[config.mk]
export PLATFORM = sky130hd
export DESIGN_NAME = keypad_scanner
export DESIGN_NICKNAME = d
export VERILOG_FILES = /design/src/rtl/keypad_pkg.sv /design/src/rtl/keypad_row_scanner.sv /design/src/rtl/keypad_scanner.sv
export SDC_FILE = /design/constraint.sdc
export NUM_CORES = 1
export LEC_CHECK = 0
export ABC_AREA = 1
export CORE_MARGIN = 2
export CORE_UTILIZATION = 40
export DETAILED_ROUTE_END_ITERATION = 8
export PLACE_DENSITY = 0.67
export SETUP_SLACK_MARGIN = 0.02
export SYNTH_ARGS = -nofsm -noshare
export SYNTH_HDL_FRONTEND = slang
export SYNTH_SLANG_ARGS = --single-unit
[constraint.sdc]
create_clock -name clk -period 2.45 [get_ports clk]
set_clock_uncertainty 0.1 [all_clocks]
set_input_delay 0.49 -clock clk [delete_from_list [all_inputs] [get_ports clk]]
set_output_delay 0.49 -clock clk [all_outputs]
set_load 0.005 [all_outputs]
[src/rtl/keypad_pkg.sv]
// Shared types and constants for the 4x4 keypad scanner.
// Key codes are {row, col}; KEYMAP converts a code into the printed hex legend.
package keypad_pkg;

  localparam int ROWS = 4;
  localparam int COLS = 4;

  typedef enum logic [1:0] {
    IDLE    = 2'd0,
    CONFIRM = 2'd1,
    PRESSED = 2'd2,
    RELEASE = 2'd3
  } key_state_e;

  // Element [code] is the legend of key {row, col}; entry 0 is listed last.
  localparam logic [15:0][3:0] KEYMAP = {
    4'hD, 4'hE, 4'hF, 4'h0,
    4'hC, 4'h9, 4'h8, 4'h7,
    4'hB, 4'h6, 4'h5, 4'h4,
    4'hA, 4'h3, 4'h2, 4'h1
  };

endpackage

[src/rtl/keypad_row_scanner.sv]
// Row multiplexer for the keypad: prescaler, row counter, column synchronizer
// and a per-sweep capture of the highest-priority pressed key.
module keypad_row_scanner
  import keypad_pkg::*;
#(
  parameter int SCAN_DIV = 10000
) (
  input  logic            clk,
  input  logic            reset,
  input  logic [COLS-1:0] col_in,
  output logic [ROWS-1:0] row_out,
  output logic            sweep_done,
  output logic            hit,
  output logic [3:0]      code
);

  localparam int PW = (SCAN_DIV > 1) ? $clog2(SCAN_DIV) : 1;

  logic [PW-1:0]   presc_q, presc_d;
  logic [1:0]      row_q, row_d;
  logic [ROWS-1:0] row_out_q, row_out_d;
  logic [COLS-1:0] sync1_q, sync2_q;
  logic            acc_hit_q, acc_hit_d;
  logic [3:0]      acc_code_q, acc_code_d;
  logic            done_q, done_d;
  logic            hit_q, hit_d;
  logic [3:0]      code_q, code_d;

  logic            tick;
  logic [COLS-1:0] col_pressed;
  logic [1:0]      col_idx;
  logic            new_hit;
  logic [3:0]      new_code;

  always_comb begin
    tick        = (presc_q == PW'(SCAN_DIV - 1));
    presc_d     = tick ? '0 : presc_q + 1'b1;
    col_pressed = ~sync2_q;

    col_idx = 2'd0;
    for (int c = COLS - 1; c >= 0; c--) begin
      if (col_pressed[c]) col_idx = 2'(c);
    end

    // Rows are visited in ascending order, so the first capture in a sweep wins.
    new_hit  = acc_hit_q;
    new_code = acc_code_q;
    if (!acc_hit_q && (|col_pressed)) begin
      new_hit  = 1'b1;
      new_code = {row_q, col_idx};
    end

    row_d      = row_q;
    acc_hit_d  = acc_hit_q;
    acc_code_d = acc_code_q;
    done_d     = 1'b0;
    hit_d      = hit_q;
    code_d     = code_q;

    if (tick) begin
      row_d      = row_q + 2'd1;
      acc_hit_d  = new_hit;
      acc_code_d = new_code;
      if (row_q == 2'd3) begin
        done_d     = 1'b1;
        hit_d      = new_hit;
        code_d     = new_code;
        acc_hit_d  = 1'b0;
        acc_code_d = 4'd0;
      end
    end

    row_out_d = ~(ROWS'(1) << row_d);
  end

  always_ff @(posedge clk or posedge reset) begin
    if (reset) begin
      presc_q    <= '0;
      row_q      <= 2'd0;
      row_out_q  <= 4'b1110;
      sync1_q    <= '1;
      sync2_q    <= '1;
      acc_hit_q  <= 1'b0;
      acc_code_q <= 4'd0;
      done_q     <= 1'b0;
      hit_q      <= 1'b0;
      code_q     <= 4'd0;
    end else begin
      presc_q    <= presc_d;
      row_q      <= row_d;
      row_out_q  <= row_out_d;
      sync1_q    <= col_in;
      sync2_q    <= sync1_q;
      acc_hit_q  <= acc_hit_d;
      acc_code_q <= acc_code_d;
      done_q     <= done_d;
      hit_q      <= hit_d;
      code_q     <= code_d;
    end
  end

  assign row_out    = row_out_q;
  assign sweep_done = done_q;
  assign hit        = hit_q;
  assign code       = code_q;

endmodule

[src/rtl/keypad_scanner.sv]
// 4x4 keypad front end: sweep-level debounce FSM, one key_valid pulse per press,
// and a four-digit history shaped to feed the display digit inputs.
module keypad_scanner
  import keypad_pkg::*;
#(
  parameter int SCAN_DIV        = 10000,
  parameter int DEBOUNCE_SWEEPS = 4
) (
  input  logic            clk,
  input  logic            reset,
  input  logic [COLS-1:0] col_in,
  output logic [ROWS-1:0] row_out,
  output logic [3:0]      key_value,
  output logic            key_valid,
  output logic            key_held,
  output logic [15:0]     digits
);

  localparam logic [3:0] DS = 4'(DEBOUNCE_SWEEPS);

  logic       sweep_done;
  logic       hit;
  logic [3:0] code;

  keypad_row_scanner #(
    .SCAN_DIV(SCAN_DIV)
  ) u_row_scanner (
    .clk       (clk),
    .reset     (reset),
    .col_in    (col_in),
    .row_out   (row_out),
    .sweep_done(sweep_done),
    .hit       (hit),
    .code      (code)
  );

  key_state_e  state_q, state_d;
  logic [3:0]  cand_q, cand_d;
  logic [3:0]  cnt_q, cnt_d;
  logic [3:0]  key_value_q, key_value_d;
  logic        key_valid_q, key_valid_d;
  logic        key_held_q, key_held_d;
  logic [15:0] digits_q, digits_d;

  logic        accept;
  logic [3:0]  accept_code;
  logic [3:0]  cnt_inc;

  always_comb begin
    state_d     = state_q;
    cand_d      = cand_q;
    cnt_d       = cnt_q;
    key_value_d = key_value_q;
    key_valid_d = 1'b0;
    key_held_d  = key_held_q;
    digits_d    = digits_q;
    accept      = 1'b0;
    accept_code = cand_q;
    cnt_inc     = cnt_q + 4'd1;

    if (sweep_done) begin
      case (state_q)
        IDLE: begin
          if (hit) begin
            cand_d = code;
            cnt_d  = 4'd1;
            if (DS == 4'd1) begin
              accept      = 1'b1;
              accept_code = code;
            end else begin
              state_d = CONFIRM;
            end
          end
        end
        CONFIRM: begin
          if (!hit) begin
            state_d = IDLE;
          end else if (code == cand_q) begin
            cnt_d = cnt_inc;
            if (cnt_inc == DS) accept = 1'b1;
          end else begin
            cand_d = code;
            cnt_d  = 4'd1;
          end
        end
        PRESSED: begin
          // A different key appearing while held is deliberately ignored.
          if (!hit) begin
            cnt_d = 4'd1;
            if (DS == 4'd1) begin
              state_d    = IDLE;
              key_held_d = 1'b0;
            end else begin
              state_d = RELEASE;
            end
          end
        end
        RELEASE: begin
          if (hit) begin
            state_d = PRESSED;
          end else begin
            cnt_d = cnt_inc;
            if (cnt_inc == DS) begin
              state_d    = IDLE;
              key_held_d = 1'b0;
            end
          end
        end
        default: state_d = IDLE;
      endcase

      if (accept) begin
        state_d     = PRESSED;
        key_value_d = KEYMAP[accept_code];
        digits_d    = {digits_q[11:0], KEYMAP[accept_code]};
        key_valid_d = 1'b1;
        key_held_d  = 1'b1;
      end
    end
  end

  always_ff @(posedge clk or posedge reset) begin
    if (reset) begin
      state_q     <= IDLE;
      cand_q      <= 4'd0;
      cnt_q       <= 4'd0;
      key_value_q <= 4'd0;
      key_valid_q <= 1'b0;
      key_held_q  <= 1'b0;
      digits_q    <= 16'h0000;
    end else begin
      state_q     <= state_d;
      cand_q      <= cand_d;
      cnt_q       <= cnt_d;
      key_value_q <= key_value_d;
      key_valid_q <= key_valid_d;
      key_held_q  <= key_held_d;
      digits_q    <= digits_d;
    end
  end

  assign key_value = key_value_q;
  assign key_valid = key_valid_q;
  assign key_held  = key_held_q;
  assign digits    = digits_q;

endmodule

==> metrics.txt <==
# TYPE chip_impl_metric gauge
chip_impl_metric{name="place.detailed.instances",unit=""} 506
chip_impl_metric{name="portBuffers",unit=""} 31
chip_impl_metric{name="grt_max_degree",unit=""} 68
chip_impl_metric{name="grt_pass1_wl",unit="microns"} 10600
chip_impl_info{name="timing.critical_path.mode_cell",value="nand2_1"} 1
chip_impl_metric{name="globalRoute.totalOverflow",unit=""} 0
chip_impl_metric{name="crit_buf_inv",unit=""} 1
chip_impl_info{name="most-common-layout-cells",value="135 x nand2_1, 56 x dfrtp_1, 40 x inv_1"} 1
chip_impl_metric{name="numCtsBuffers",unit=""} 9
chip_impl_metric{name="utilization",unit="%"} 48.5
chip_impl_metric{name="intPower",unit="mW"} 1.56
chip_impl_metric{name="die_h",unit="microns"} 92.6
chip_impl_info{name="crit_chain",value="ha_1, nand3_1, nor3_1, nand2_1, inv_1, o21ai_0, nand2_1"} 1
chip_impl_metric{name="core_box_area",unit="sq um"} 7690
chip_impl_info{name="synth_top_flop_cell",value="dfrtp_1"} 1
chip_impl_metric{name="routabilityCongestion",unit=""} 0.844
chip_impl_metric{name="cts_htree_levels",unit=""} 3
chip_impl_metric{name="number_of_global_route_vias_before_repair",unit=""} 2392
chip_impl_metric{name="share_of_power_burned_in_the_clock_network",unit="%"} 42.1
chip_impl_metric{name="std_cell_rows",unit=""} 32
chip_impl_metric{name="postSynth.asyncResetShare",unit="%"} 100
chip_impl_metric{name="drtIter0Drc",unit=""} 82
chip_impl_metric{name="detailedRoute.firstPassIterationCount",unit=""} 4
chip_impl_metric{name="cts.clk_slew.worst_paths",unit="ns"} 0.07
chip_impl_metric{name="worst-slew-pin-transition",unit="ns"} 0.520
chip_impl_metric{name="antenna_found_initial",unit=""} 0
chip_impl_metric{name="synth_edf_count",unit=""} 0
chip_impl_metric{name="layout_min_cycle_time",unit="ns"} 2.00
chip_impl_metric{name="fill_cells",unit=""} 743
chip_impl_metric{name="vdd_ir_drop_max",unit="V"} 0.000348
chip_impl_metric{name="detail_route.drc_violations",unit=""} 0
chip_impl_metric{name="power.density_cell_area",unit="nW/um^2"} 537
chip_impl_metric{name="final.setup.tns",unit="ns"} 0
chip_impl_metric{name="clkLatencyLatePin",unit="ns"} 0.34
chip_impl_metric{name="yosys_register_bits",unit=""} 67
chip_impl_info{name="setup.worst_path.end_class",value="flop"} 1
chip_impl_metric{name="layout-drive-gt1-share",unit="%"} 9.05
chip_impl_metric{name="num_io_pins",unit=""} 32
chip_impl_metric{name="p_leak",unit="nW"} 1.92
chip_impl_info{name="most_common_cell_after_layout_fill_and_taps_aside",value="nand2_1"} 1
chip_impl_metric{name="route.vias.total",unit=""} 2482
chip_impl_info{name="run_status",value="finished clean"} 1
chip_impl_metric{name="power.net_switching",unit="mW"} 0.445
chip_impl_metric{name="cp_data_required_time",unit="ns"} 2.61
chip_impl_metric{name="timing.final.crit_share",unit="%"} 81.4
chip_impl_metric{name="mean_number_of_vias_per_cell",unit=""} 4.75
chip_impl_metric{name="wl_per_cell",unit="microns"} 11.1
chip_impl_metric{name="multi_input_area",unit="sq um"} 1220
chip_impl_metric{name="yosysUniqueCellTypes",unit=""} 28
chip_impl_info{name="timing.setup.critical_path_class",value="flop to flop"} 1
chip_impl_metric{name="floorplan.die_area",unit="sq um"} 8580
chip_impl_metric{name="power.share.combinational",unit="%"} 1.9
chip_impl_metric{name="layout.area.seq",unit="sq um"} 1690
chip_impl_metric{name="finish.cell_count_without_fillers",unit=""} 522
chip_impl_info{name="clock_tree.root_cell",value="clkbuf_8"} 1
chip_impl_metric{name="number_of_maximum_capacitance_violations",unit=""} 0
chip_impl_metric{name="netlist_instances",unit=""} 379
chip_impl_metric{name="post_cts_resized",unit=""} 0
chip_impl_metric{name="power_switching_share",unit="%"} 22.2
chip_impl_metric{name="report.final.slew_viol_count",unit=""} 0
chip_impl_metric{name="track_usage",unit="%"} 15.3
chip_impl_metric{name="cts.sinks",unit=""} 67
chip_impl_info{name="rsz0062_at_grt",value="no"} 1
chip_impl_metric{name="final-hold-violation-count",unit=""} 0
chip_impl_metric{name="postSynthNetCount",unit=""} 391
chip_impl_metric{name="insertedDiodeCount",unit=""} 0
chip_impl_metric{name="postSynthAreaPerCell",unit="sq um"} 8.29
chip_impl_info{name="crit_path_top_delay_cell",value="dfrtp_1"} 1
chip_impl_metric{name="dp_hpwl",unit="microns"} 4030
chip_impl_info{name="min_delay_path_class",value="flop to flop"} 1
chip_impl_metric{name="nets",unit=""} 427
chip_impl_metric{name="setup_viol_count_final",unit=""} 0
chip_impl_info{name="cell_type_group_with_the_largest_total_delay_on_the_critical_path",value="simple AND/OR/NAND/NOR gates"} 1
chip_impl_metric{name="post_cts_hold_buffer_count",unit=""} 0
chip_impl_metric{name="final_antenna_net_count",unit=""} 0
chip_impl_metric{name="finalWirelength",unit="microns"} 5820
chip_impl_metric{name="worstPathArrival",unit="ns"} 2.15
chip_impl_metric{name="yosysWarnings",unit=""} 0
chip_impl_metric{name="maximum_net_fanout_on_the_critical_path",unit=""} 11
chip_impl_metric{name="area_growth_from_synthesis_to_layout",unit="%"} 18.7
chip_impl_metric{name="sequential_share_of_the_synthesized_area",unit="%"} 53.8
chip_impl_metric{name="die_x",unit="microns"} 92.6
chip_impl_metric{name="postCtsSetupRepairBufs",unit=""} 0
chip_impl_metric{name="clock_tree.buffer_depth",unit=""} 2
chip_impl_metric{name="timing.slew.headroom",unit="%"} 65.0
chip_impl_info{name="cts_tree",value="built"} 1
chip_impl_metric{name="worst_path_largest_cell_delay",unit="ns"} 0.41
chip_impl_metric{name="floorplan.initialDensity",unit="%"} 40.9
chip_impl_metric{name="power_frac_seq",unit="%"} 56.0
chip_impl_metric{name="netlist_area",unit="sq um"} 3140
chip_impl_info{name="cp-start-kind",value="flop"} 1
chip_impl_metric{name="clock.fmax",unit="MHz"} 501
## flip-flops by register name, indices dropped and copies added (netlist names), 3 cells and up
name and count:
u_row_scanner.presc_q 14, accept_code 4, u_row_scanner.acc_code_q 4, u_row_scanner.row_out 4, key_value 3, digits 13
u_row_scanner.sync1_q 4, cnt_q 4, u_row_scanner.code 4, u_row_scanner.sync2_q 4
## power by group through the flow
stage	Sequential [mW]	Clock [mW]	Combinational, mW
floorplan	1.14	0	0.0207
global placement	1.14	0	0.0398
detailed placement	1.14	0	0.0402
CTS	1.12	0.869	0.0403
global route	1.12	0.925	0.0449
finish	1.12	0.842	0.0382
## worst register-to-register path: stages (launching register included)
cell     delay (ns)
dfrtp_1        0.41
ha_1           0.23
nand3_1        0.17
nor3_1         0.07
nand2_1        0.34
inv_1          0.18
o21ai_0        0.33
nand2_1        0.09
## metal layers
layer / vias to the layer above / wire length (microns) / global-route usage (%)
li1: 1257 / - / -
met1: 1171 / 2790 / 19.5
met2: 47 / 2720 / 24.7
met3: 7 / 236 / 4.07
met4: 0 / 75 / 6.62
met5: - / 0 / 0
## per-stage QoR
stage	worst slack, ns	hold WS, ns	total power, mW	area (sq um)
CTS	0.458	0.258	2.03	3730
detailed placement	0.468	0.247	1.18	3550
finish	0.455	0.257	2.00	3730
global route	0.216	0.261	2.09	3730
global placement	0.598	0.246	1.18	3550
floorplan	0.195	0.245	1.16	3140
## logic make-up after synthesis
group                    after synthesis  share of synthesized area (%)
AND/OR/NAND/NOR                      216                           29.0
flip-flops                            67                           53.8
buffers and inverters                 53                           7.29
AO/OA/AOI/OAI                         26                           4.46
XOR/XNOR                              11                           3.07
adder cells (fa/ha/maj)                6                           2.39
## cell usage after synthesis (3+ instances only)
| cell type | n | share of area [%] |
|---|---|---|
| dfrtp_1 | 56 | 45 |
| buf_4 | 5 | 1.2 |
| dfstp_2 | 11 | 9.2 |
| inv_2 | 3 | 0.36 |
| nand3_1 | 30 | 4.8 |
| inv_1 | 41 | 4.9 |
| nor3_1 | 5 | 0.80 |
| nor2_1 | 32 | 3.8 |
| xor2_1 | 9 | 2.5 |
| nand4_1 | 6 | 1.2 |
| o21ai_0 | 20 | 3.2 |
| nand2_1 | 135 | 16 |
| ha_1 | 6 | 2.4 |
## final timing paths
kind	startpoint	end	slack, ns	cells after the start
max in group asynchronous	reset	u_row_scanner.row_out[2]	1.49	3
setup reg to reg	u_row_scanner.presc_q[0]	u_row_scanner.row_out[3]	0.45	7
hold / removal	u_row_scanner.sync1_q[1]	u_row_scanner.sync2_q[1]	0.26	0
setup / recovery	u_row_scanner.presc_q[0]	u_row_scanner.row_out[3]	0.45	7
min in group asynchronous	reset	digits[4]	0.43	3
hold reg to reg	u_row_scanner.sync1_q[1]	u_row_scanner.sync2_q[1]	0.26	0
## cell type report
class | count | area share [%]
Clock buffer | 12 | 4.19
Clock inverter | 4 | 0.638
Inverter | 45 | 4.56
Multi-Input combinational cell | 259 | 32.8
Sequential cell | 67 | 45.3
Tap cell | 102 | 3.42
Timing Repair Buffer | 33 | 9.06
(Power assumes the default switching activity.)
